--- src/rtl/de_multi_channel_accumulator.sv ---
// de_multi_channel_accumulator: N_CH switch-driven accumulators committed by a debounced push-button,
// with the selected channel shown on active-low HEX digits and sticky per-channel overflow flags.
module de_multi_channel_accumulator #(
    parameter int W               = 8,
    parameter int N_CH            = 4,
    parameter int HEX_DIGITS      = 2,
    parameter int DEBOUNCE_CYCLES = 500000
) (
    input  logic                    CLOCK_50,
    input  logic                    resetn,
    input  logic                    btn_n,
    input  logic [W-1:0]            operand,
    input  logic [1:0]              op,
    input  logic [$clog2(N_CH)-1:0] ch_sel,
    output logic [7*HEX_DIGITS-1:0] hex_out,
    output logic [N_CH-1:0]         ovf,
    output logic [7:0]              commit_cnt
);
    localparam int CW = $clog2(DEBOUNCE_CYCLES);

    typedef enum logic [1:0] {RELEASED, PRESS_WAIT, PRESSED, RELEASE_WAIT} state_t;

    state_t                  state_q, state_d;
    logic [1:0]              sync_q, sync_d;
    logic [CW-1:0]           cnt_q, cnt_d;
    logic [W-1:0]            acc_q [N_CH];
    logic [W-1:0]            acc_d [N_CH];
    logic [N_CH-1:0]         ovf_q, ovf_d;
    logic [7:0]              commit_cnt_q, commit_cnt_d;
    logic [7*HEX_DIGITS-1:0] hex_q, hex_d;
    logic [4*HEX_DIGITS-1:0] disp;
    logic [W:0]              sum;
    logic                    synced, last, commit;

    function automatic logic [6:0] seg7(input logic [3:0] n);
        case (n)
            4'h0: seg7 = 7'b1000000;
            4'h1: seg7 = 7'b1111001;
            4'h2: seg7 = 7'b0100100;
            4'h3: seg7 = 7'b0110000;
            4'h4: seg7 = 7'b0011001;
            4'h5: seg7 = 7'b0010010;
            4'h6: seg7 = 7'b0000010;
            4'h7: seg7 = 7'b1111000;
            4'h8: seg7 = 7'b0000000;
            4'h9: seg7 = 7'b0010000;
            4'hA: seg7 = 7'b0001000;
            4'hB: seg7 = 7'b0000011;
            4'hC: seg7 = 7'b1000110;
            4'hD: seg7 = 7'b0100001;
            4'hE: seg7 = 7'b0000110;
            default: seg7 = 7'b0001110;
        endcase
    endfunction

    assign sync_d = {sync_q[0], btn_n};
    assign synced = sync_q[1];
    assign last   = (cnt_q == CW'(DEBOUNCE_CYCLES - 1));

    // The wait-state counter runs only while the new level holds; any opposite sample aborts the wait.
    always_comb begin
        state_d = state_q;
        cnt_d   = '0;
        commit  = 1'b0;
        case (state_q)
            RELEASED:     state_d = synced ? RELEASED : PRESS_WAIT;
            PRESS_WAIT: begin
                if (synced) state_d = RELEASED;
                else if (last) begin
                    state_d = PRESSED;
                    commit  = 1'b1;
                end else cnt_d = cnt_q + 1'b1;
            end
            PRESSED:      state_d = synced ? RELEASE_WAIT : PRESSED;
            RELEASE_WAIT: begin
                if (!synced) state_d = PRESSED;
                else if (last) state_d = RELEASED;
                else cnt_d = cnt_q + 1'b1;
            end
            default:      state_d = RELEASED;
        endcase
    end

    // Bit W of the widened add is the carry; of the widened subtract it is the borrow.
    always_comb begin
        acc_d        = acc_q;
        ovf_d        = ovf_q;
        commit_cnt_d = commit_cnt_q;
        sum          = op[1] ? ({1'b0, acc_q[ch_sel]} - {1'b0, operand})
                             : ({1'b0, acc_q[ch_sel]} + {1'b0, operand});
        if (commit) begin
            commit_cnt_d  = commit_cnt_q + 8'd1;
            acc_d[ch_sel] = (op == 2'b00) ? operand : (op == 2'b11) ? '0 : sum[W-1:0];
            ovf_d[ch_sel] = (op[0] ^ op[1]) ? (ovf_q[ch_sel] | sum[W]) : 1'b0;
        end
    end

    always_comb begin
        disp        = '0;
        disp[W-1:0] = acc_q[ch_sel];
        hex_d       = '0;
        for (int i = 0; i < HEX_DIGITS; i++) hex_d[7*i +: 7] = seg7(disp[4*i +: 4]);
    end

    always_ff @(posedge CLOCK_50 or negedge resetn) begin
        if (!resetn) begin
            sync_q       <= 2'b11;
            state_q      <= RELEASED;
            cnt_q        <= '0;
            acc_q        <= '{default: '0};
            ovf_q        <= '0;
            commit_cnt_q <= '0;
            hex_q        <= {HEX_DIGITS{7'b1000000}};
        end else begin
            sync_q       <= sync_d;
            state_q      <= state_d;
            cnt_q        <= cnt_d;
            acc_q        <= acc_d;
            ovf_q        <= ovf_d;
            commit_cnt_q <= commit_cnt_d;
            hex_q        <= hex_d;
        end
    end

    assign hex_out    = hex_q;
    assign ovf        = ovf_q;
    assign commit_cnt = commit_cnt_q;
endmodule

--- config.mk ---
export PLATFORM = sky130hd
export DESIGN_NAME = de_multi_channel_accumulator
export DESIGN_NICKNAME = d
export VERILOG_FILES = /design/src/rtl/de_multi_channel_accumulator.sv
export SDC_FILE = /design/constraint.sdc
export NUM_CORES = 1
export LEC_CHECK = 0
export BUFFER_PORTS_ARGS = -buffer_cell sky130_fd_sc_hd__buf_2
export CAP_MARGIN = 15
export CORE_UTILIZATION = 45
export DETAILED_ROUTE_END_ITERATION = 7
export PLACE_DENSITY = 0.7
export SLEW_MARGIN = 20
export SYNTH_ARGS = -nofsm -noshare
export SYNTH_HDL_FRONTEND = slang
export SYNTH_SLANG_ARGS = --single-unit
--- constraint.sdc ---
create_clock -name CLOCK_50 -period 3.2 [get_ports CLOCK_50]
set_clock_uncertainty 0.15 [all_clocks]
set_input_delay 0.64 -clock CLOCK_50 [delete_from_list [all_inputs] [get_ports CLOCK_50]]
set_output_delay 0.64 -clock CLOCK_50 [all_outputs]
set_load 0.02 [all_outputs]
# --- Word-level counts from Yosys, hierarchy flattened ---
# Memories as Yosys holds them, arrays and structs flattened. A register that Yosys moved wholly into a read port is not among the register bits.
# Cells that the tools add are included.
totals:
  register_bits: 67
  romBits: 224
  inputBits: 15
  word_cells: 65
  mem_count: 2
mem_list:
  columns: ["name", "depth", "word_bits", "read_ports", "rd_ports_with_merged_regs", "write_ports", "line_no", "source"]
  rows:
  - ["(no name shown)", 16, 7, 1, 1, 0, "36", "case (n)"]
  - ["(no name shown)", 16, 7, 1, 1, 0, "36", null]
classes:
  n_addsub: 4
  n_lt_le_gt_ge: 4
  eq_ne: 7
  n_mux: 29
  bitwise_logic: 3
  n_reduce_logical: 7
op_table:
  columns: ["operator", "count"]
  rows:
  - ["19-bit 2-to-1 mux", 3]
  - ["8-bit 2-to-1 mux", 5]
  - ["19-bit case mux with 2 select lines", 1]
  - ["32-bit bitwise mux", 1]
  - ["19-bit by 1-bit adder with 19-bit output, second input constant", 1]
  - ["19-bit equality test, second input constant", 1]
  - ["8-bit binary-select mux with 2-bit select", 1]
  - ["8-bit demux with 2-bit select", 1]
  - ["8-bit by 8-bit adder with 9-bit output", 1]
  - ["9-bit 2-to-1 mux", 1]
  - ["8-bit by 8-bit subtractor with 9-bit output", 1]
  - ["8-bit by 1-bit adder with 8-bit output, second input constant", 1]
  - ["1-bit 2-to-1 mux", 8]
  - ["2-bit 2-to-1 mux", 4]
  - ["2-bit case mux with 4 select lines", 1]
  - ["2-bit equality test, second input constant", 3]
  - ["3-bit != test, second input constant", 2]
  - ["4-bit bitwise mux", 1]
  - ["2-bit logical NOT", 2]
  - ["3-bit greater-or-equal comparator, second input constant", 1]
  - ["2-bit by 3-bit < comparator with 1-bit output, second input constant", 1]
  - ["3-bit by 1-bit < comparator with 1-bit output, second input constant", 1]
  - ["2-bit inverter with 3-bit output", 1]
  - ["1-bit binary-select mux with 2-bit select", 1]
  - ["other kinds (8)", 10]

# --- Depth between registers and ports, before layout ---
# Gate-level depths: netlist (run 1).
depth:
  word_depth: 9
  mapped_depth: 10
  ltp_nobuf: 10

# --- Least setup slack after synthesis (run 1) ---
# No wires, ideal clock.
synth_path:
  path_type: "input port to flip-flop"
  startpoint: "input port ch_sel[1]"
  endpoint: "register acc_q[14] (netlist bit)"
  arrival_time_ps: 2962
  path_slack_ps: 5
  path_stages: 10
  n_path_buf: 1
  path_cell_list: "clkbuf_1 > mux4_2 > inv_1 > ha_1 > fa_1 > nand2b_1 > a211oi_1 > nor3_1 > o41a_1 > o21ai_0"
synth_via:
  elab_chain_cells: 9
synth_rtl:
  columns: ["item", "line_no", "source"]
  rows:
  - ["start: declaration", "14", "input logic [$clog2(N_CH)-1:0] ch_sel,"]
  - ["2-bit inverter with 3-bit output (*)", "89, 90, 93", null]
  - ["8-bit binary-select mux with 2-bit select", "89, 90", null]
  - ["8-bit 2-to-1 mux (implied by the code) (2 in series)", "89, 90", null]
  - ["8-bit by 8-bit adder with 9-bit output or 8-bit by 8-bit subtractor with 9-bit output (tied branches)", "90, 89", null]
  - ["9-bit 2-to-1 mux", "89", "sum = op[1] ? ({1'b0, acc_q[ch_sel]} - {1'b0, operand})"]
  - ["8-bit 2-to-1 mux (2 in series)", "93", "acc_d[ch_sel] = (op == 2'b00) ? operand : (op == 2'b11) ? '0 : sum[W-1:0];"]
  - ["32-bit bitwise mux (*)", "93", null]
  - ["end signal: assignment", "110", "acc_q <= '{default: '0};"]
  - ["end signal: assignment", "118", "acc_q <= acc_d;"]
  - ["end: declaration", "26", "logic [W-1:0] acc_q [N_CH];"]
# Every way passes the cells marked *; elsewhere a longest branch is shown, timed or not. The select of a mux whose other input is x is not followed.
# A chain may end at the register's enable or synchronous reset.

# --- Worst setup path in the final report (run 1) ---
layout_path:
  startpoint: "input port ch_sel[0]"
  endpoint: "register acc_q[14] (netlist bit)"
# Same word-level chain as after synthesis.

==> flow_summary.yaml, run 1 <==
hold_path:
  min-delay-path-class: "in -> async"
synth:
  syn_area_per_cell_sq_um: 10.1
  synth-edff-count: 0
  ys.warnings.count: 0
  synth_area_sq_um: 4420
  post_synth_inst_count: 437
  synth_seq_cells: 81
  synth-main-ff-cell: "dfrtp_1"
  asyncSetResetFlopFracSynth_pct: 100
  synthesis.nets: 478
  sequential_share_of_the_synthesized_area_pct: 46.0
  yosys.cell_types.count: 49
cts:
  holdBufCountCts: 0
  cts-root-to-sink-buffers: 2
  cts_resized: 0
  clock_tree_from_tritoncts: "done"
  cts.sinks: 81
  post_cts_repair_setup_buffers: 0
  clockRootBuffer: "clkbuf_8"
  numCtsBuffers: 9
  skew_pair_late_insertion_delay_ns: 0.35
  clkTransAtPathRegs_ns: 0.08
  ctsHtreeMaxLevel: 3
sta:
  finalHoldViolations: 0
  crit_share_post_route_pct: 91.3
  min_period_ns: 2.92
  slew_violations: 0
  finalSetupViolCount: 0
  slew-limit-headroom_pct: 50.9
  worst-slew-pin-transition_ns: 0.736
  fmaxAchievable_ghz: 0.342
  hold-worst-slack_ns: 0.157
  rsz0062_at_grt: "false"
  timing.final.ws_setup_ns: 0.277
pwr:
  power_density_nw_per_um2: 393
  leakage_power_nw: 2.38
  clock_power_share_pct: 40.8
  combPwrFrac_pct: 8.5
  internal_power_mw: 1.55
  net_sw_share_pct: 23.6
  power.net_switching_mw: 0.479
  portion_of_total_power_attributed_to_sequential_cells_pct: 50.8
  total_power_mw: 2.03
  ir_drop_mv: 0.248
setup_path:
  crit_path_end_kind: "flip-flop"
  max_stage_delay_ns: 0.43
  crit_slowest_cell: "o41a_1"
  required_time_at_the_worst_slack_endpoint_ns: 3.31
  critPathMaxFanout: 9
  setup.worst_path.class: "in -> reg"
  cp.arrival_ns: 3.03
  setup.worst_path.start_class: "input port"
  crit_path_cell_trace: "buf_2, mux4_2, inv_1, ha_1, fa_1, nand2b_1, a211oi_1, nor3_1, o41a_1, o21ai_0"
grt:
  grt.total_usage_pct: 19.6
  wire_length_of_the_first_global_routing_pass_um: 15600
  grt_pass1_vias: 3244
  grt_max_degree: 82
  antenna_found_initial: 0
  global_route.overflow_total: 0
cells_and_area:
  final_common_cell: "dfrtp_1"
  nets: 544
  stdcell_count: 636
  layout_cell_share_with_drive_strength_beyond_1_pct: 22.1
  finalInstanceArea_sq_um: 5160
  most-common-layout-cells: "77 x dfrtp_1, 49 x nand2_1, 39 x buf_2"
  area_overhead_of_the_layout_relative_to_synthesis_pct: 16.8
  antenna-diode-count: 0
floorplanning:
  ios: 41
  placement_rows: 35
  die-width_um: 101
  floorplan.initialDensity_pct: 47.1
  floorplan.core_area_sq_um: 9370
  dieArea_sq_um: 10200
  die_h_um: 101
placed_design:
  post-place-cells: 621
  port-buffer-count: 40
  gp_congestion: 0.865
  dpl_cell_area_sq_um: 4940
  dp.final_hpwl_um: 6680
  place_ws_ns: -0.0754
drt:
  antenna_left: 0
  route.detailed.wl_per_inst_um: 14.4
  detail_route.first_pass.iterations: 5
  drt_first_iter_violations: 171
  post-route-drc-count: 0
  routed-via-count: 3381
  vias_per_cell: 5.32
  detail_route.wirelength_um: 9150
outcome:
  result_of_the_run: "completed"
run:
  number_of_violations_of_the_max_capacitance_limit: 0
[flip-flops by register name, summed over array words and instances, names as in the netlist, named ones only]
register / count
sync_q: 2
cnt_q: 19
acc_q: 32
hex_out: 14
state_q: 1
ovf: 4
commit_cnt: 8
[power by group through the flow]
stage / combinational, mW / sequential, mW / clock [mW]
6_report: 0.172 / 1.03 / 0.827
2_1_floorplan: 0.0917 / 1.05 / 0
3_3_place_gp: 0.169 / 1.05 / 0
4_1_cts: 0.173 / 1.03 / 0.848
5_1_grt: 0.194 / 1.03 / 0.887
3_5_place_dp: 0.171 / 1.05 / 0
[synthesized netlist by cell type, drive strengths merged, types with 2 or more instances]
| library cell | count | area, sq um |
|---|---|---|
| nor2b | 8 | 50.1 |
| a31o | 2 | 17.5 |
| mux2 | 5 | 56.3 |
| buf | 6 | 30.0 |
| o21a | 2 | 15.0 |
| mux2i | 4 | 40.0 |
| o21ai | 28 | 140 |
| xnor2 | 23 | 201 |
| nor3 | 17 | 90.1 |
| dfrtp | 77 | 1930 |
| o31ai | 4 | 30.0 |
| dfstp | 4 | 105 |
| and3 | 2 | 12.5 |
| mux4 | 11 | 248 |
| nand2b | 4 | 25.0 |
| a31oi | 2 | 12.5 |
| or2 | 2 | 12.5 |
| nand3 | 14 | 70.1 |
| nand3b | 2 | 15.0 |
| or4 | 2 | 18.8 |
| nor4 | 3 | 33.8 |
| nor3b | 4 | 30.0 |
| ha | 25 | 313 |
| nand4 | 10 | 68.8 |
| a21o | 5 | 37.5 |
| o41a | 2 | 22.5 |
| clkbuf | 8 | 30.0 |
| xor2 | 10 | 87.6 |
| inv | 21 | 78.8 |
| and2 | 2 | 12.5 |
| or3 | 2 | 12.5 |
| nand2 | 49 | 184 |
| nor2 | 37 | 139 |
| o22ai | 8 | 50.1 |
| a21oi | 24 | 120 |
[cells by family after synthesis]
logic type                 after synthesis  synth area share, %
DFF                                     81                 46.0
and+or+nand+nor                        160                 18.0
muxes                                   20                 7.79
xor gates and xnor gates                33                 6.54
buffers and inverters                   35                 3.14
adders and majority gates               26                 7.53
AOI/OAI and AO/OA                       82                 11.0
[worst paths after layout]
path                           start       endpoint  slack [ns]  depth (start not counted)
setup / recovery           ch_sel[0]      acc_q[14]        0.28                         10
hold / removal                resetn  commit_cnt[4]        0.16                          1
setup reg to reg           acc_q[24]      acc_q[14]        0.52                          9
hold reg to reg            sync_q[0]      sync_q[1]        0.21                          0
max in group asynchronous     resetn      acc_q[13]        2.21                          1
min in group CLOCK_50      sync_q[0]      sync_q[1]        0.21                          0
[layer usage]
layer | vias up | track usage [%] | share of wire, %
met4 | 0 | 7.36 | 1.2
met1 | 1631 | 27.3 | 48
met5 | - | 0 | 0
met2 | 67 | 30.7 | 47
li1 | 1673 | - | -
met3 | 10 | 3.26 | 3.9
[final cells by class]
cell class | count | area [sq um]
clock inverters | 5 | 78.8
fillers | 824 | 4210
flip-flops and latches | 81 | 2030
inverters | 21 | 78.8
clock buffers | 10 | 138
multi-input cells | 321 | 2250
well taps | 129 | 161
repair buffers | 69 | 424
[stage by stage]
stage                     utilization [%]  setup TNS (ns)
final                                55.1               0
after global routing                 55.1               0
after CTS                            55.0               0
after detailed placement             52.7          -0.146
after global placement               52.7          -0.101
after floorplan                         -               0
[critical path, delay by kind of cell]
family / cells / cell delay [ns]
buf+inv: 2 / 0.24
compound gates: 3 / 0.91
mux: 1 / 0.37
simple gates: 2 / 0.29
fa+ha+maj: 2 / 0.58
No activity file was read; power rests on OpenSTA's default activity.
==> run 2, diff against run 1 <==
--- a/config.mk
+++ b/config.mk
@@ -7,9 +7,11 @@
 export LEC_CHECK = 0
 export BUFFER_PORTS_ARGS = -buffer_cell sky130_fd_sc_hd__buf_2
 export CAP_MARGIN = 15
+export CELL_PAD_IN_SITES_DETAIL_PLACEMENT = 1
+export CELL_PAD_IN_SITES_GLOBAL_PLACEMENT = 1
 export CORE_UTILIZATION = 45
 export DETAILED_ROUTE_END_ITERATION = 7
-export PLACE_DENSITY = 0.7
+export PLACE_DENSITY = 0.84
 export SLEW_MARGIN = 20
 export SYNTH_ARGS = -nofsm -noshare
 export SYNTH_HDL_FRONTEND = slang
==> run 2 against run 1 <==
Cell count did not move. Via count rose by 6.3%. Combinational power rose by 8%. Wire length rose by 29%. Utilization fell by 0.40 points. Global-route usage rose by 5.8 points. Worst setup slack got worse by 0.17 ns. First-iteration DRC count fell by 8.8%. Die area did not move. Power fell by 5.2%.
==> flow_summary.yaml, run 2 (synthesis results as in run 1) <==
outcome:
  result_of_the_run: "completed"
floorplanning:
  die-width_um: 101
  ios: 41
  dieArea_sq_um: 10200
  die_h_um: 101
  floorplan.initialDensity_pct: 47.1
  placement_rows: 35
  floorplan.core_area_sq_um: 9370
setup_path:
  crit_path_cell_trace: "buf_2, mux4_2, inv_1, ha_1, fa_1, nand2b_1, a211oi_2, nor3_1, o41a_1, o21ai_1"
  critPathMaxFanout: 8
  worstPathBufferInverterCount: 2
  required_time_at_the_worst_slack_endpoint_ns: 3.32
  setup.worst_path.start_class: "input port"
  worstReg2RegStart: "acc_q[16]"
  cp.arrival_ns: 3.22
  max_stage_delay_ns: 0.44
  crit_path_end_kind: "flip-flop"
  crit_slowest_cell: "o41a_1"
  setup.worst_path.class: "in -> reg"
  timing.critical_path.max_delay_family: "compound AO/OA/AOI/OAI gates"
  worstRegToRegCells: 9
  worstReg2RegEnd: "acc_q[14]"
  regToRegSetupSlack_ns: 0.32
drt:
  detail_route.first_pass.iterations: 4
  drt_first_iter_violations: 156
  vias_per_cell: 5.65
  met3RoutedLength_um: 508
  post-route-drc-count: 0
  met2WireLength_um: 5880
  antenna_left: 0
  routed-via-count: 3595
  route.detailed.wl_per_inst_um: 18.5
  detail_route.wirelength_um: 11800
  topRoutingLayerUsed: "met4"
  met1_layer_wirelength_in_the_final_routing_um: 5150
cts:
  clkTransAtPathRegs_ns: 0.09
  skew_pair_late_insertion_delay_ns: 0.37
  cts-root-to-sink-buffers: 2
  post_cts_repair_setup_buffers: 0
  cts.sinks: 81
  clockRootBuffer: "clkbuf_8"
  ctsHtreeMaxLevel: 3
  clock_tree_from_tritoncts: "done"
  numCtsBuffers: 9
cells_and_area:
  layout_cell_share_with_drive_strength_beyond_1_pct: 22.1
  most-common-layout-cells: "77 x dfrtp_1, 49 x nand2_1, 39 x buf_2"
  largest_reg_flops: 32
  final_common_cell: "dfrtp_1"
  area_overhead_of_the_layout_relative_to_synthesis_pct: 15.9
  finalInstanceArea_sq_um: 5120
  top_register: "acc_q"
  nets: 543
  final_core_area_utilization_pct: 54.7
  antenna-diode-count: 0
hold_path:
  min-delay-path-class: "in -> async"
grt:
  wire_length_of_the_first_global_routing_pass_um: 19800
  grt_max_degree: 82
  grt.total_usage_pct: 25.4
  grt_pass1_vias: 3937
  global_route.overflow_total: 0
  antenna_found_initial: 0
pwr:
  leakage_power_nw: 2.35
  power_density_nw_per_um2: 375
  ir_drop_mv: 0.168
sta:
  finalHoldViolations: 0
  min_period_ns: 3.10
  worst-slew-pin-transition_ns: 0.840
  slew_violations: 0
  finalSetupViolCount: 0
  rsz0062_at_grt: "false"
  slew-limit-headroom_pct: 43.9
  fin_tns_setup_ns: 0
  crit_share_post_route_pct: 96.8
  fmaxAchievable_ghz: 0.323
placed_design:
  gp_congestion: 0.899
  dpl_cell_area_sq_um: 4930
  dp.final_hpwl_um: 8700
  port-buffer-count: 40
run:
  number_of_violations_of_the_max_capacitance_limit: 0
[run 2: changes by cell type in the layout (fill, tap and decap cells not counted)]
| cell | change |
|---|---|
| clkinvlp_4 | +3 |
| bufinv_16 | -2 |
| clkinv_2 | -2 |
| a211oi_1 | -1 |
| a211oi_2 | +1 |
| buf_4 | -1 |
| clkbuf_1 | +1 |
| clkinv_4 | +1 |
| o21ai_0 | -1 |
| o21ai_1 | +1 |
[run 2: report_power, final]
group | total (mW) | internal [mW] | switching [mW] | leakage (nW)
combinational | 0.185 | 0.0665 | 0.119 | 1.15
clock | 0.708 | 0.307 | 0.400 | 0.0822
sequential | 1.03 | 1.03 | 0.00307 | 1.12
[run 2: repair_timing]
item                                    CTS  global route
endpoints found under the setup margin    1             1
hold buffers                              0             0
resized for setup                         1             1
pin swaps                                 0             1
[run 2: per-stage QoR]
stage          total power [mW]  setup WS (ns)  hold WS [ns]  cells
2_1_floorplan              1.14        0.00548         0.194    437
5_1_grt                    2.01         0.0124         0.187    636
3_3_place_gp               1.22        -0.0463         0.196    620
6_report                   1.92          0.103         0.150    636
3_5_place_dp               1.23         -0.331         0.199    620
4_1_cts                    1.94          0.110         0.196    636
[run 2: metal layers]
layer / vias up / track usage [%]
li1: 1665 / -
met1: 1815 / 32.2
met2: 91 / 42.4
met3: 24 / 5.13
met4: 0 / 10.4
met5: - / 0
[run 2: final cells by class]
cell class	instances	area (sq um)
fill	1071	4250
multi-input combinational	321	2250
sequential	81	2030
timing repair buffer	68	417
tap	129	161
clock buffer	11	141
inverter	21	78.8
clock inverter	5	40.0
[run 2: worst reg2reg max path, cell delays in order, from the launching register on]
cell      delay [ns]
dfrtp_1         0.37
mux4_2          0.26
inv_1           0.06
ha_1            0.22
fa_1            0.41
nand2b_1        0.25
a211oi_2        0.35
nor3_1          0.10
o41a_1          0.44
o21ai_1         0.18
[run 2: how the worst max path moves through the flow]
stage,start,endpoint,cells past startpoint
2_1_floorplan,ch_sel[1],acc_q[14],10
3_3_place_gp,ch_sel[0],acc_q[3],9
3_5_place_dp,ch_sel[0],acc_q[14],10
4_1_cts,ch_sel[0],acc_q[14],10
5_1_grt,ch_sel[0],acc_q[14],10
6_report,ch_sel[0],acc_q[14],10
